<file path="src/rtl/jacobi_pkg.sv">
// Shared state encoding, default widths and timeout constant for the Jacobi sequencer.
package jacobi_pkg;

    localparam int IDX_W_DEF   = 10;
    localparam int YA_W_DEF    = 20;
    localparam int TIMEOUT_CYC = 255;

    typedef enum logic [2:0] {
        IDLE     = 3'd0,
        ISSUE    = 3'd1,
        WAIT_ACC = 3'd2,
        WRITE    = 3'd3,
        ITER_END = 3'd4,
        FINISH   = 3'd5
    } seq_state_t;

endpackage

</file>
<file path="src/rtl/seq_addr_gen.sv">
// Row/column counters and Y SRAM address for the Jacobi sequencer.
// The row base advances by n_dim per row, so y_addr = row*n_dim + col needs no multiplier.
module seq_addr_gen
    import jacobi_pkg::*;
#(
    parameter int IDX_W = IDX_W_DEF,
    parameter int YA_W  = YA_W_DEF
) (
    input  logic             clock,
    input  logic             reset,
    input  logic             clear,
    input  logic             col_step,
    input  logic             row_step,
    input  logic [IDX_W-1:0] n_dim,
    output logic [IDX_W-1:0] row,
    output logic [IDX_W-1:0] col,
    output logic [YA_W-1:0]  y_addr,
    output logic             last_col,
    output logic             last_row
);

    logic [YA_W-1:0]  base;
    logic [IDX_W-1:0] n_last;

    assign n_last   = n_dim - IDX_W'(1);
    assign last_col = (col == n_last);
    assign last_row = (row == n_last);
    assign y_addr   = base + YA_W'(col);

    always_ff @(posedge clock) begin
        if (!reset) begin
            row  <= '0;
            col  <= '0;
            base <= '0;
        end else if (clear) begin
            row  <= '0;
            col  <= '0;
            base <= '0;
        end else begin
            if (col_step) begin
                col <= last_col ? '0 : col + IDX_W'(1);
            end
            if (row_step) begin
                row  <= row + IDX_W'(1);
                base <= base + YA_W'(n_dim);
            end
        end
    end

endmodule

</file>
<file path="src/rtl/jacobi_iter_sequencer.sv">
// Jacobi iteration sequencer: walks the matrix row by row, feeds the accumulator, writes back V.
// Optional accumulator watchdog enabled by defining JACOBI_SEQ_TIMEOUT_EN.
//   state    | meaning
//   IDLE     | waiting for start
//   ISSUE    | one Y/V pair per cycle for the current row
//   WAIT_ACC | waiting for the accumulator row result
//   WRITE    | write updated V element for the row
//   ITER_END | count iteration, decide stop or sweep again
//   FINISH   | one-cycle done pulse
module jacobi_iter_sequencer
    import jacobi_pkg::*;
#(
    parameter int N_MAX = 256,
    parameter int IDX_W = IDX_W_DEF,
    parameter int YA_W  = YA_W_DEF
) (
    input  logic             clock,
    input  logic             reset,
    input  logic             start,
    input  logic [IDX_W-1:0] n_dim,
    input  logic [7:0]       max_iter,
    input  logic             converged,
    input  logic             accum_done,
    output logic [YA_W-1:0]  y_addr,
    output logic [IDX_W-1:0] v_rd_addr,
    output logic             mac_valid,
    output logic             mac_last,
    output logic             v_wr_en,
    output logic [IDX_W-1:0] v_wr_addr,
    output logic [7:0]       iter_count,
    output logic             busy,
    output logic             done,
    output logic             error
);

    seq_state_t       state, state_next;
    logic [IDX_W-1:0] n_lat, n_req, row, col;
    logic [YA_W-1:0]  y_gen;
    logic [7:0]       max_lat, iter_next;
    logic             last_col, last_row;
    logic             start_ok, iter_stop, tmo_hit;
    logic             gen_clear, gen_col_step, gen_row_step;

    // Dimensions beyond the supported size are clamped rather than overrunning the SRAMs.
    assign n_req     = (n_dim > IDX_W'(N_MAX)) ? IDX_W'(N_MAX) : n_dim;
    assign start_ok  = (state == IDLE) && start;
    assign iter_next = iter_count + 8'd1;
    assign iter_stop = converged || (iter_next == max_lat);

    always_ff @(posedge clock) begin
        if (!reset) begin
            state <= IDLE;
        end else begin
            state <= state_next;
        end
    end

    always_comb begin
        state_next = state;
        case (state)
            IDLE: begin
                if (start) begin
                    state_next = (n_req == '0) ? FINISH : ISSUE;
                end
            end
            ISSUE: begin
                if (last_col) begin
                    state_next = WAIT_ACC;
                end
            end
            WAIT_ACC: begin
                if (accum_done) begin
                    state_next = WRITE;
                end else if (tmo_hit) begin
                    state_next = FINISH;
                end
            end
            WRITE:    state_next = last_row ? ITER_END : ISSUE;
            ITER_END: state_next = iter_stop ? FINISH : ISSUE;
            FINISH:   state_next = IDLE;
            default:  state_next = IDLE;
        endcase
    end

    always_comb begin
        busy         = (state != IDLE);
        mac_valid    = 1'b0;
        mac_last     = 1'b0;
        y_addr       = '0;
        v_rd_addr    = '0;
        v_wr_en      = 1'b0;
        v_wr_addr    = '0;
        done         = 1'b0;
        gen_clear    = start_ok;
        gen_col_step = 1'b0;
        gen_row_step = 1'b0;
        case (state)
            ISSUE: begin
                mac_valid    = 1'b1;
                mac_last     = last_col;
                y_addr       = y_gen;
                v_rd_addr    = col;
                gen_col_step = 1'b1;
            end
            WRITE: begin
                v_wr_en      = 1'b1;
                v_wr_addr    = row;
                gen_row_step = !last_row;
            end
            ITER_END: gen_clear = 1'b1;
            FINISH:   done      = 1'b1;
            default:  ;
        endcase
    end

    always_ff @(posedge clock) begin
        if (!reset) begin
            n_lat      <= '0;
            max_lat    <= '0;
            iter_count <= '0;
        end else if (start_ok) begin
            n_lat      <= n_req;
            max_lat    <= (max_iter == 8'd0) ? 8'd1 : max_iter;
            iter_count <= '0;
        end else if (state == ITER_END) begin
            iter_count <= iter_next;
        end
    end

`ifdef JACOBI_SEQ_TIMEOUT_EN
    logic [7:0] tmo_cnt;
    logic       err_q;

    // Down-counter reloaded outside WAIT_ACC; terminal count marks the last allowed wait cycle.
    assign tmo_hit = (state == WAIT_ACC) && !accum_done && (tmo_cnt == 8'd0);
    assign error   = err_q;

    always_ff @(posedge clock) begin
        if (!reset) begin
            tmo_cnt <= '0;
            err_q   <= 1'b0;
        end else begin
            if (state != WAIT_ACC) begin
                tmo_cnt <= 8'(TIMEOUT_CYC - 1);
            end else if (!accum_done && tmo_cnt != 8'd0) begin
                tmo_cnt <= tmo_cnt - 8'd1;
            end
            if (start_ok) begin
                err_q <= 1'b0;
            end else if (tmo_hit) begin
                err_q <= 1'b1;
            end
        end
    end
`else
    assign tmo_hit = 1'b0;
    assign error   = 1'b0;
`endif

    seq_addr_gen #(
        .IDX_W (IDX_W),
        .YA_W  (YA_W)
    ) u_addr_gen (
        .clock    (clock),
        .reset    (reset),
        .clear    (gen_clear),
        .col_step (gen_col_step),
        .row_step (gen_row_step),
        .n_dim    (n_lat),
        .row      (row),
        .col      (col),
        .y_addr   (y_gen),
        .last_col (last_col),
        .last_row (last_row)
    );

endmodule

</file>
<file path="config.mk">
export PLATFORM = sky130hd
export DESIGN_NAME = jacobi_iter_sequencer
export DESIGN_NICKNAME = d
export VERILOG_FILES = /design/src/rtl/jacobi_pkg.sv /design/src/rtl/seq_addr_gen.sv /design/src/rtl/jacobi_iter_sequencer.sv
export SDC_FILE = /design/constraint.sdc
export NUM_CORES = 1
export LEC_CHECK = 0
export ABC_AREA = 0
export BUFFER_PORTS_ARGS = -buffer_cell sky130_fd_sc_hd__buf_2
export CORE_MARGIN = 4
export CORE_UTILIZATION = 58
export CTS_CLUSTER_DIAMETER = 30
export DETAILED_ROUTE_END_ITERATION = 8
export PLACE_DENSITY = 0.81
export SYNTH_ARGS = -nofsm -noshare
export SYNTH_HDL_FRONTEND = slang
export SYNTH_SLANG_ARGS = --single-unit
export TNS_END_PERCENT = 1
</file>
<file path="constraint.sdc">
create_clock -name clock -period 3.13 [get_ports clock]
set_input_delay 0.626 -clock clock [delete_from_list [all_inputs] [get_ports clock]]
set_output_delay 0.626 -clock clock [all_outputs]
set_load 0.05 [all_outputs]
</file>
; ---- Word-level counts from Yosys, hierarchy flattened
; Index checks and enable logic that the tools add are counted.
[op_classes]
bitwise_logic = 1
n_lt_le_gt_ge = 1
addsub = 6
n_eq_ne = 11
muxes = 19
reduce_logical = 10
[op_table]
columns = operator, n
row1 = adder 20 x 10 -> 20 bit, 2
row2 = two-way mux 10 bit, 4
row3 = adder 10 x 1 -> 10 bit (second input constant), 2
row4 = == test 10 bit, 2
row5 = two-way mux 20 bit, 1
row6 = two-way mux 3 bit, 6
row7 = case mux 3 bit (5 select lines), 1
row8 = greater-than comparator 10 x 9 -> 1 bit (second input constant), 1
row9 = logical NOT 10 bit, 1
row10 = subtractor 10 x 1 -> 10 bit (second input constant), 1
row11 = adder 8 x 1 -> 8 bit (second input constant), 1
row12 = == test 8 bit, 1
row13 = logical NOT 8 bit, 1
row14 = two-way mux 8 bit, 1
row15 = == test 3 x 2 -> 1 bit (second input constant), 2
row16 = == test 3 bit (second input constant), 2
row17 = two-way mux 1 bit, 6
row18 = inequality test 2 bit (second input constant), 3
row19 = OR reduction 2 bit, 2
row20 = == test 3 x 1 -> 1 bit (second input constant), 1
row21 = logical NOT 3 bit, 1
row22 = AND reduction 3 bit, 1
row23 = nonzero test 3 bit, 1
row24 = logical AND 1 bit, 1
row25 = 3 further kinds, 3
[word_totals]
output_inout_bits = 54
input_bits = 23
regBits = 69

; ---- Depth between registers and ports, before layout
; Gate-level depths: netlist (run 1).
[logic_depth]
word_depth = 6
mapped_depth = 13

; ---- Cells and area by module
; From an unflattened synthesis (run 1), not the netlist that was laid out.
[unflattened]
cells_unflattened = 652
hier_area_um2 = 5250.0
[by_module_without_submodules]
columns = module, cells_per_inst, instances, area_each_um2
row1 = seq_addr_gen, 438, 1, 3539.6
row2 = jacobi_iter_sequencer, 214, 1, 1710.4

; ---- Worst setup path after synthesis (run 1)
; No wires, ideal clock.
[synth_timing]
kind = register -> output
startpoint = reg n_lat[0]
endpoint = out mac_last
arrival_time_ps = 3117
path_slack_ps = -613
path_buffers = 2
stages_incl_launch_ff = 11
path_cell_list = dfxtp_1 > buf_6 > inv_1 > ha_1 > clkbuf_1 > or3b_2 > nor3_1 > xnor2_1 > o21a_1 > nand4_1 > nor3_1
[synth_via]
elab_chain_cells = 3
[synth_lines]
columns = element, line
row1 = from (decl), jacobi_iter_sequencer.sv:37  ; logic [IDX_W-1:0] n_lat, n_req, row, col;
row2 = from (signal assigned), jacobi_iter_sequencer.sv:122  ; n_lat <= n_req;
row3 = subtractor 10 x 1 -> 10 bit, seq_addr_gen.sv:25  ; assign n_last = n_dim - IDX_W'(1);
row4 = == test 10 bit, seq_addr_gen.sv:26  ; assign last_col = (col == n_last);
row5 = two-way mux 1 bit, jacobi_iter_sequencer.sv:97  ; case (state)
row6 = to (decl), jacobi_iter_sequencer.sv:27  ; output logic mac_last,
; Every way passes these cells.

; ---- Final worst setup path (run 1)
[layout_timing]
startpoint = reg u_addr_gen.base[3]
endpoint = out y_addr[14]
[layout_via]
elab_chain_cells = 2
[layout_lines]
columns = element, line
row1 = from (decl), seq_addr_gen.sv:22  ; logic [YA_W-1:0] base;
row2 = from (signal assigned), seq_addr_gen.sv:45  ; base <= base + YA_W'(n_dim);
row3 = adder 20 x 10 -> 20 bit, seq_addr_gen.sv:28  ; assign y_addr = base + YA_W'(col);
row4 = two-way mux 20 bit, jacobi_iter_sequencer.sv:97
row5 = to (decl), jacobi_iter_sequencer.sv:24  ; output logic [YA_W-1:0] y_addr,
; Every way passes these cells.

==> qor.yml, run 1 <==
synth:
  avgSynthCellArea_um2: 7.65
  synthCells: 649
  ys_seq_elements: 69
  synth_ff_type: "dfxtp_1"
  synthesis.area_um2: 4960
  synth_enable_flop_cells: 0
  ys_seq_area_frac: 0.278
  yosys_warnings: 0
  synthArstFlopShare: 0
  synth_cell_types: 69
  synth_nets: 698
floorplanning:
  die_y_um: 101
  num_rows: 33
  coreArea_um2: 8260
  die_area_um2: 10100
  initial_core_util: 0.601
  dieWidth_um: 101
  io_pins: 77
power_and_ir_drop:
  p_sw_uw: 634
  seqPwrFrac: 0.433
  combPwrFrac: 0.169
  p_leak_uw: 0.00262
  p_clk_frac: 0.397
  ir_drop_v: 0.000240
  intPower_uw: 1480
  swShare: 0.299
  pwr_density_cell_nw_per_um2: 346
global_route:
  grt_max_degree: 27
  grt_pass1_wl_mm: 23.3
  grt_usage: 0.282
  grt_overflow: 0
  antenna_found_initial: 0
  first_global_vias: 4984
finish:
  num-fill-cells: 662
  multi_input_area_um2: 3500
  seq_area_um2: 1390
  fin_cells: 852
  drive_gt1_frac: 0.238
  fin_nets: 791
  syn_to_final_growth_pct: 23.1
  diodes: 0
critical_path:
  timing.rr.end: "u_addr_gen.base[19]$_SDFFE_PP0P_"
  worstPathArrival_ns: 2.60
  timing.rr.start: "n_lat[0]$_SDFFE_PN0P_"
  cp-start-kind: "flop"
  worst_r2r_path_depth: 8
  required_ns: 2.50
  crit_type: "flop to output port"
  crit_path_end_kind: "output port"
  critPathMaxFanout: 9
  r2r_slack_ns: 0.22
clock_network:
  postCtsHoldBufs: 0
  cts_root_buffer: "clkbuf_8"
  clock_latency_ns: 0.36
  cts_max_level: 3
  cts_tree: "done"
  cts_buffer_depth: 2
  cts_buffers: 9
  cts.sinks: 69
  cts.clk_slew.worst_paths_ns: 0.08
timing:
  clock_skew_ns: 0.00990
  worst_pin_slew_ns: 0.819
  period_minus_slack_ns: 3.23
  timing.final.crit_share: 1.03
  max_freq_mhz: 310
  hold_violations: 0
  rsz0062_at_grt: "yes"
  fin_ws_ns: -0.101
  drv_slew: 0
  holdWs_ns: 0.473
  maxSlewHeadroom: 0.453
  setup_violations: 9
min_path:
  holdPathStages: 2
  hold_path_end: "max_lat[3]$_SDFFE_PN0P_"
  min_from: "max_lat[3]$_SDFFE_PN0P_"
  hold_path.class: "flop to flop"
placed_design:
  gp_congestion: 0.909
  numPortBuffers: 75
  dp_slack_ns: -0.0917
  placedCellCount: 831
  place.detailed.hpwl_mm: 10.3
route:
  routedWlPerCell_um: 16.6
  drtIter0Drc: 328
  vias_per_cell: 6.07
  drtPass1Iterations: 5
  vias: 5174
  drtAntennaViolNets: 0
  drc: 0
  routed_wl_mm: 14.1
status:
  violations: "setup timing"
  status: "complete, but fails checks"
job:
  maxCapViolations: 0
cells by family after synthesis:
family          after synthesis  synth area share
simple gates                289             0.297
mux                           9            0.0182
fa+ha+maj                    26            0.0686
xor+xnor                     56            0.0988
compound gates              147             0.192
buf+inv                      52            0.0469
flops                        69             0.278
other cells                   1          0.000756
cells in the mapped netlist (all sizes together) (6+ instances only):
master / count / area share
clkbuf: 24 / 0.018
and2: 29 / 0.037
nand3: 21 / 0.021
xor2: 22 / 0.039
a22o: 8 / 0.014
nand2: 80 / 0.060
inv: 18 / 0.014
a21o: 7 / 0.011
or3: 19 / 0.024
o21ai: 28 / 0.028
a31oi: 7 / 0.0088
ha: 24 / 0.060
and3: 12 / 0.015
nand4: 13 / 0.016
or4: 7 / 0.012
nand2b: 7 / 0.0088
a21oi: 53 / 0.054
nor2: 52 / 0.040
nor3: 21 / 0.021
o2111ai: 6 / 0.011
dfxtp: 69 / 0.28
xnor2: 34 / 0.060
buf: 9 / 0.014
mux2i: 9 / 0.018
through the flow:
| stage | setup TNS, ns | util | power, uW | area [um^2] |
|---|---|---|---|---|
| after global routing | -2.20 | 0.740 | 2200 | 6110 |
| after floorplan | -0.575 | - | 1180 | 5010 |
| after detailed placement | -0.320 | 0.685 | 1280 | 5650 |
| after global placement | 0 | 0.685 | 1280 | 5650 |
| after CTS | -0.223 | 0.733 | 2120 | 6060 |
| final | -0.756 | 0.740 | 2120 | 6110 |
cell usage in the layout (no fill, tap or decap), types with 6 or more instances in the layout:
cell	n
buf_6	14
a31oi_1	6
nor3_1	18
or3_1	16
nand2b_1	7
o2111ai_1	6
a22o_1	8
mux2i_1	9
a21o_1	7
and3_1	12
xor2_1	22
clkbuf_8	9
buf_2	61
a21oi_1	42
dfxtp_1	63
nand3_1	21
inv_1	17
nor2_1	50
buf_4	38
xnor2_1	34
nand2_1	80
nand4_1	13
o21ai_0	25
a21oi_2	11
and2_1	29
ha_1	22
cell type report:
type,count,share of cell area
Multi-Input combinational cell,528,0.573
Inverter,19,0.0117
Tap cell,105,0.0215
Sequential cell,69,0.228
Clock buffer,9,0.0203
Clock inverter,7,0.0172
Timing Repair Buffer,115,0.129
flip-flops by register name, indices dropped and copies added, names as in the netlist:
signal,flops
u_addr_gen.base,20
n_lat,10
u_addr_gen.col,10
u_addr_gen.row,10
iter_count,8
max_lat,8
state,3
per-layer routing:
metal / part of all wire / global-route usage / up-vias
met5: 0 / 0 / -
met4: 0.020 / 0.0839 / 0
met3: 0.069 / 0.0547 / 31
met2: 0.49 / 0.486 / 178
met1: 0.42 / 0.356 / 2453
li1: - / - / 2512
how the worst max path moves through the flow:
stage | from | cells past startpoint | end | slack (ns)
after global placement | u_addr_gen.col[0]$_SDFFE_PP0P_ | 10 | y_addr[18] | 0.04
after detailed placement | u_addr_gen.col[0]$_SDFFE_PP0P_ | 10 | y_addr[18] | -0.09
final | u_addr_gen.base[3]$_SDFFE_PP0P_ | 9 | y_addr[14] | -0.10
after global routing | u_addr_gen.col[0]$_SDFFE_PP0P_ | 11 | y_addr[12] | -0.24
after CTS | u_addr_gen.col[0]$_SDFFE_PP0P_ | 11 | y_addr[14] | -0.06
after floorplan | u_addr_gen.col[1]$_SDFFE_PP0P_ | 8 | y_addr[19] | -0.12
critical path, stage by stage (launching register included):
cell	delay (ns)
dfxtp_1	0.36
ha_1	0.43
a21oi_2	0.10
o21bai_1	0.21
a21boi_2	0.10
o31a_1	0.27
buf_6	0.14
or3_4	0.32
a21oi_2	0.14
buf_6	0.17
repair_timing:
item                                    in CTS  in global routing
endpoints found under the setup margin      13                 15
gates cloned                                 1                  0
setup buffers                                4                  0
resized for setup                           44                 18
pin swaps                                   16                  4
power groups by stage:
stage	logic (uW)	clock network (uW)	registers [uW]
floorplan	254	0	930
global placement	340	0	936
detailed placement	348	0	937
CTS	355	849	917
global route	390	893	920
finish	359	841	917
Note: power is estimated with default switching activity, not from simulation.
==> run 2: changes to the inputs <==
--- a/config.mk
+++ b/config.mk
@@ -7,11 +7,13 @@
 export LEC_CHECK = 0
 export ABC_AREA = 0
 export BUFFER_PORTS_ARGS = -buffer_cell sky130_fd_sc_hd__buf_2
+export CELL_PAD_IN_SITES_DETAIL_PLACEMENT = 0
+export CELL_PAD_IN_SITES_GLOBAL_PLACEMENT = 2
 export CORE_MARGIN = 4
-export CORE_UTILIZATION = 58
+export CORE_UTILIZATION = 30
 export CTS_CLUSTER_DIAMETER = 30
 export DETAILED_ROUTE_END_ITERATION = 8
-export PLACE_DENSITY = 0.81
+export PLACE_DENSITY_LB_ADDON = 0.1
 export SYNTH_ARGS = -nofsm -noshare
 export SYNTH_HDL_FRONTEND = slang
 export SYNTH_SLANG_ARGS = --single-unit
==> constraint.sdc (replaced) <==
create_clock -name clock -period 2.67 [get_ports clock]
set_input_delay 0.534 -clock clock [delete_from_list [all_inputs] [get_ports clock]]
set_output_delay 0.534 -clock clock [all_outputs]
set_load 0.05 [all_outputs]
==> run 2 against run 1 <==
Against the previous run: the run still ends with setup timing left; sequential power rose by 17%; total power rose by 33%; worst hold slack got worse by 0.048 ns; critical path depth rose by 2; clock-buffer cell count did not move; sequential cell count did not move; clock skew fell by 0.0044 ns; first-iteration DRC count fell by 26%; register-to-register slack got worse by 0.36 ns; die area rose by 85%; utilization fell by 31 points; setup slack got worse by 0.32 ns; largest power group is now the clock network; highest routed layer unchanged.
==> qor.yml, run 2 (synthesized netlist as in run 1, its figures left out) <==
status:
  status: "complete, but fails checks"
  violations: "setup timing"
finish:
  num-fill-cells: 1627  # +150%
  post-route-util: 0.428  # -0.312
  multi_input_area_um2: 3660  # +4.5%
  final_cell_mix: "buf_4 (87), nand2_1 (80), dfxtp_1 (64)"
  syn_to_final_growth_pct: 38.4
  final_common_cell: "buf_4"
  largest_reg_flops: 20  # unchanged
  seq_area_um2: 1390  # -0.27%
  regMostFlops: "u_addr_gen.base"
  diodes: 0  # unchanged
  fin_nets: 841  # +6.3%
  drive_gt1_frac: 0.311  # +0.0729
clock_network:
  cts_buffers: 9  # unchanged
  postCtsHoldBufs: 0  # unchanged
  clock_latency_ns: 0.34  # -0.02 ns
  cts_buffer_depth: 2  # unchanged
  cts_tree: "done"
  cts.sinks: 69  # unchanged
  cts_max_level: 3  # unchanged
  cts.clk_slew.worst_paths_ns: 0.06  # -0.02 ns
  cts_root_buffer: "clkbuf_16"
critical_path:
  cp-start-kind: "flop"
  timing.rr.start: "n_lat[2]$_SDFFE_PN0P_"
  worst_r2r_path_depth: 8  # unchanged
  worstPathArrival_ns: 2.56  # -0.04 ns
  endpoint: "y_addr[12]"
  crit_path_end_kind: "output port"
  critPathMaxFanout: 9  # unchanged
  crit_type: "flop to output port"
  timing.rr.end: "u_addr_gen.base[19]$_SDFFE_PP0P_"
  required_ns: 2.14  # -0.36 ns
  crit_start: "u_addr_gen.base[0]$_SDFFE_PP0P_"
  r2r_slack_ns: -0.14  # -0.36 ns
min_path:
  hold_path.class: "input pin to flop"
timing:
  max_freq_mhz: 323
  rsz0062_at_grt: "yes"
  timing.final.crit_share: 1.16
  period_minus_slack_ns: 3.10
  clock_skew_ns: 0.00548  # -0.00442 ns
  setup_violations: 37  # +28
  drv_slew: 0  # unchanged
  hold_violations: 0  # unchanged
  maxSlewHeadroom: 0.648  # +0.195
  worst_pin_slew_ns: 0.528  # -0.291 ns
  fin_ws_ns: -0.425  # -0.324 ns
  holdWs_ns: 0.425  # -0.0476 ns
power_and_ir_drop:
  p_sw_uw: 835  # +32%
  combPwrFrac: 0.183  # +0.014
  pwr_density_cell_nw_per_um2: 409  # +18%
  p_clk_frac: 0.434  # +0.037
  seqPwrFrac: 0.382  # -0.051
  swShare: 0.297  # -0.00226
  p_leak_uw: 0.00292  # +12%
  intPower_uw: 1980  # +33%
  ir_drop_v: 0.000312  # +30%
global_route:
  use_met2: 0.295  # -0.190
  first_global_vias: 5046  # +1.2%
  grt_usage: 0.178  # -0.104
  antenna_found_initial: 0  # unchanged
  grt_overflow: 0  # unchanged
  grt_max_degree: 24  # -11%
  grt_pass1_wl_mm: 26.2  # +13%
  top_usage_layer: "met2"
  use_met3: 0.0257  # -0.0289
  met1_usage: 0.240  # -0.116
placed_design:
  numPortBuffers: 75  # unchanged
  gp_congestion: 0.889  # -2.2%
  place.detailed.hpwl_mm: 12.6  # +22%
  dp_slack_ns: -0.324  # -0.232 ns
floorplanning:
  dieWidth_um: 137  # +36%
  initial_core_util: 0.309  # -0.292
  die_area_um2: 18700  # +85%
  die_y_um: 137  # +36%
  num_rows: 46  # +39%
  io_pins: 77  # unchanged
  coreArea_um2: 16100  # +94%
route:
  vias_per_cell: 5.06  # -17%
  routed_wl_mm: 16.3  # +16%
  drtPass1Iterations: 4  # -1
  drtIter0Drc: 243  # -26%
  vias: 5130  # -0.85%
  drc: 0  # unchanged
  routedWlPerCell_um: 16.1  # -2.7%
  drtAntennaViolNets: 0  # unchanged
job:
  maxCapViolations: 0  # unchanged
-- run 2: cell count changes in the layout (fill, tap and decap cells not counted), sizes merged --
cell	delta
buf	+46
clkbuf	+4
inv	-1
bufinv	-1
clkinv	+2
-- run 2: how the worst min path moves through the flow --
stage / start / to / slack, ns / cells past startpoint
finish: n_dim[7] / n_lat[7]$_SDFFE_PN0P_ / 0.43 / 2
global route: n_dim[7] / n_lat[7]$_SDFFE_PN0P_ / 0.43 / 2
CTS: n_dim[7] / n_lat[7]$_SDFFE_PN0P_ / 0.41 / 2
detailed placement: max_lat[7]$_SDFFE_PN0P_ / max_lat[7]$_SDFFE_PN0P_ / 0.47 / 2
global placement: max_lat[3]$_SDFFE_PN0P_ / max_lat[3]$_SDFFE_PN0P_ / 0.46 / 2
floorplan: max_lat[6]$_SDFFE_PN0P_ / max_lat[6]$_SDFFE_PN0P_ / 0.45 / 2
-- run 2: worst max-delay path, cell delays in order (launching register included) --
cell	delay, ns
dfxtp_2	0.35
ha_4	0.14
fa_2	0.20
a21o_1	0.13
a21oi_2	0.06
o21bai_1	0.20
a21boi_2	0.09
o31a_1	0.26
buf_6	0.14
or3_4	0.34
a21oi_4	0.13
buf_6	0.17
-- run 2: timing repair --
action,CTS,global route
endpoints found under the hold margin,0,0
setup buffers,1,0
pin swaps,12,4
endpoints found under the setup margin,64,73
gates resized for setup,53,25
gates cloned,0,0
-- run 2: power by group through the flow --
| stage | Sequential [uW] | Clock, uW | Combinational (uW) |
|---|---|---|---|
| 4_1_cts | 1070 | 1260 | 498 |
| 2_1_floorplan | 1090 | 0 | 312 |
| 3_5_place_dp | 1100 | 0 | 493 |
| 5_1_grt | 1080 | 1310 | 566 |
| 3_3_place_gp | 1090 | 0 | 491 |
| 6_report | 1070 | 1220 | 515 |
-- run 2: layout make-up --
class / instances / share of cell area
Clock inverter: 7 / 0.0107
Sequential cell: 69 / 0.202
Clock buffer: 9 / 0.0328
Inverter: 19 / 0.0104
Multi-Input combinational cell: 528 / 0.533
Timing Repair Buffer: 165 / 0.172
Tap cell: 216 / 0.0393
-- run 2: metal layers --
metal | share of wire | routed length (um)
met5 | 0 | 0
met4 | 0.014 | 236
met3 | 0.043 | 698
met2 | 0.47 | 7740
met1 | 0.47 | 7650
-- run 2: through the flow --
step	cell area, um^2	instances	power [uW]	setup TNS (ns)
floorplan	5100	649	1400	-3.60
global placement	6290	996	1590	-6.97
detailed placement	6290	996	1590	-7.42
CTS	6770	1013	2840	-10.46
global route	6870	1013	2950	-11.33
finish	6870	1013	2810	-5.51
==> run 3: changes to the inputs <==
--- a/config.mk
+++ b/config.mk
@@ -9,7 +9,6 @@
 export BUFFER_PORTS_ARGS = -buffer_cell sky130_fd_sc_hd__buf_2
 export CELL_PAD_IN_SITES_DETAIL_PLACEMENT = 0
 export CELL_PAD_IN_SITES_GLOBAL_PLACEMENT = 2
-export CORE_MARGIN = 4
 export CORE_UTILIZATION = 30
 export CTS_CLUSTER_DIAMETER = 30
 export DETAILED_ROUTE_END_ITERATION = 8
==> constraint.sdc (replaced) <==
create_clock -name clock -period 2.8 [get_ports clock]
set_input_delay 0.56 -clock clock [delete_from_list [all_inputs] [get_ports clock]]
set_output_delay 0.56 -clock clock [all_outputs]
set_load 0.05 [all_outputs]
==> run 3 against run 2 <==
Against the previous run: the flow still finishes with violations (setup timing); final cell count fell by 0.69%; clock skew rose by 0.0012 ns; highest routed layer unchanged; utilization fell by 0.29 points; worst hold slack improved by 0.011 ns; critical endpoint unchanged; clock power fell by 4%; via count fell by 1.1%; sequential power fell by 5%; setup slack improved by 0.054 ns; critical path depth did not move.
==> qor.yml, run 3 (synthesized netlist as in run 1, its figures left out) <==
status:
  status: "complete, but fails checks"
  violations: "setup timing"
clock_network:
  cts_buffers: 9  # unchanged
  cts_buffer_depth: 2  # unchanged
  cts.sinks: 69  # unchanged
  cts_tree: "done"
  cts_root_buffer: "clkbuf_16"
  cts.clk_slew.worst_paths_ns: 0.06  # about the same
  cts_max_level: 3  # unchanged
  clock_latency_ns: 0.34  # about the same
  postCtsHoldBufs: 0  # unchanged
finish:
  final_common_cell: "nand2_1"
  fin_area_um2: 6800  # -1.0%
  largest_reg_flops: 20  # unchanged
  fin_nets: 835  # -0.71%
  regMostFlops: "u_addr_gen.base"
  final_cell_mix: "nand2_1 (80), buf_4 (78), dfxtp_1 (64)"
  fin_cells: 1006  # -0.69%
  syn_to_final_growth_pct: 37.0
  num-fill-cells: 1717  # +5.5%
  drive_gt1_frac: 0.295  # -0.0162
  diodes: 0  # unchanged
critical_path:
  crit_path_end_kind: "output port"
  timing.rr.start: "n_lat[3]$_SDFFE_PN0P_"
  cp-start-kind: "flop"
  critPathMaxFanout: 9  # unchanged
  crit_type: "flop to output port"
  required_ns: 2.24  # +0.10 ns
  worstPathArrival_ns: 2.61  # +0.05 ns
  crit_start: "u_addr_gen.col[1]$_SDFFE_PP0P_"
floorplanning:
  coreArea_um2: 16000  # -0.36%
  die_area_um2: 17100  # -8.6%
  io_pins: 77  # unchanged
  die_y_um: 131  # -4.4%
  dieWidth_um: 131  # -4.4%
  initial_core_util: 0.310  # +0.00111
  num_rows: 46  # unchanged
power_and_ir_drop:
  ir_drop_v: 0.000316  # +1.2%
  p_leak_uw: 0.00289  # -1.3%
  pwr_density_cell_nw_per_um2: 390  # -4.7%
  power_uw: 2650  # -5.7%
route:
  vias_per_cell: 5.05  # -0.36%
  drtPass1Iterations: 4  # unchanged
  drc: 0  # unchanged
  routed_wl_mm: 15.5  # -4.9%
  drtAntennaViolNets: 0  # unchanged
  drtIter0Drc: 213  # -12%
  routedWlPerCell_um: 15.4  # -4.3%
  vias: 5076  # -1.1%
timing:
  period_minus_slack_ns: 3.17
  holdWs_ns: 0.437  # +0.0114 ns
  setup_violations: 16  # -57%
  hold_violations: 0  # unchanged
  drv_slew: 0  # unchanged
  worst_pin_slew_ns: 0.623  # +0.0950 ns
  timing.final.crit_share: 1.13
  max_freq_mhz: 315
  maxSlewHeadroom: 0.583  # -0.0649
  rsz0062_at_grt: "yes"
  fin_ws_ns: -0.372  # +0.0536 ns
  clock_skew_ns: 0.00669  # +0.00121 ns
min_path:
  min_from: "n_dim[2]"
  hold_path.class: "input pin to flop"
placed_design:
  numPortBuffers: 75  # unchanged
  gp_congestion: 0.842  # -5.3%
  dp_slack_ns: -0.333  # -0.00914 ns
  place.detailed.hpwl_mm: 12.1  # -3.4%
  place_area_um2: 6200  # -1.4%
  placedCellCount: 987  # -0.90%
global_route:
  grt_usage: 0.186  # +0.00761
  first_global_vias: 4733  # -6.2%
  antenna_found_initial: 0  # unchanged
  grt_overflow: 0  # unchanged
  grt_pass1_wl_mm: 24.1  # -8.0%
  grt_max_degree: 23  # -4.2%
job:
  maxCapViolations: 0  # unchanged
-- run 3: cell count changes in the layout (fill, tap and decap cells not counted), sizes merged --
| cell | change |
|---|---|
| clkbuf | -1 |
| buf | -3 |
| clkinvlp | +1 |
| inv | -3 |
| clkinv | -1 |
-- run 3: cell type report --
type	count	area [um^2]	share of cell area
tap	216	270	0.0397
clock inverter	4	47.5	0.00699
multi-input combinational	528	3630	0.534
timing repair buffer	159	1130	0.167
inverter	19	75.1	0.0110
clock buffer	11	253	0.0372
sequential	69	1390	0.205
-- run 3: layer usage --
metal	track usage	vias to the layer above	wire (um)
met1	0.244	2361	7600
li1	-	2591	-
met5	0	-	0
met4	0.0737	0	309
met2	0.304	103	7100
met3	0.0297	21	519
-- run 3: per-stage QoR --
step | setup TNS (ns) | utilization
floorplan | -2.02 | -
global placement | -3.36 | 0.388
detailed placement | -4.53 | 0.388
CTS | -4.47 | 0.418
global route | -6.15 | 0.425
finish | -4.15 | 0.425
-- run 3: timing repair --
| item | 4_1_cts | 5_1_grt |
|---|---|---|
| setup buffers | 0 | 4 |
| resized for setup | 59 | 22 |
| pin swaps | 14 | 11 |
| cloned | 0 | 1 |
| setup endpoints to repair | 31 | 37 |
-- run 3: worst paths after layout --
check | endpoint | slack, ns | cells past startpoint
max | y_addr[12] | -0.37 | 11
min | n_lat[2]$_SDFFE_PN0P_ | 0.44 | 2
max reg2reg | u_addr_gen.base[11]$_SDFFE_PP0P_ | -0.03 | 9
min reg2reg | max_lat[5]$_SDFFE_PN0P_ | 0.47 | 2
-- run 3: power breakdown --
group	leakage [uW]	total [uW]	switching, uW	internal, uW
logic	0.00218	458	286	171
registers	0.000561	1020	21.8	1000
clock network	0.000147	1170	440	730
-- run 3: critical path, cell delays in order, from the launching register on --
cell	delay, ns
dfxtp_4	0.35
buf_6	0.11
fa_2	0.38
a21o_1	0.21
a21oi_2	0.15
o21bai_1	0.11
a21boi_1	0.21
o31a_1	0.16
buf_6	0.13
o21ai_0	0.13
a21oi_4	0.16
buf_6	0.17
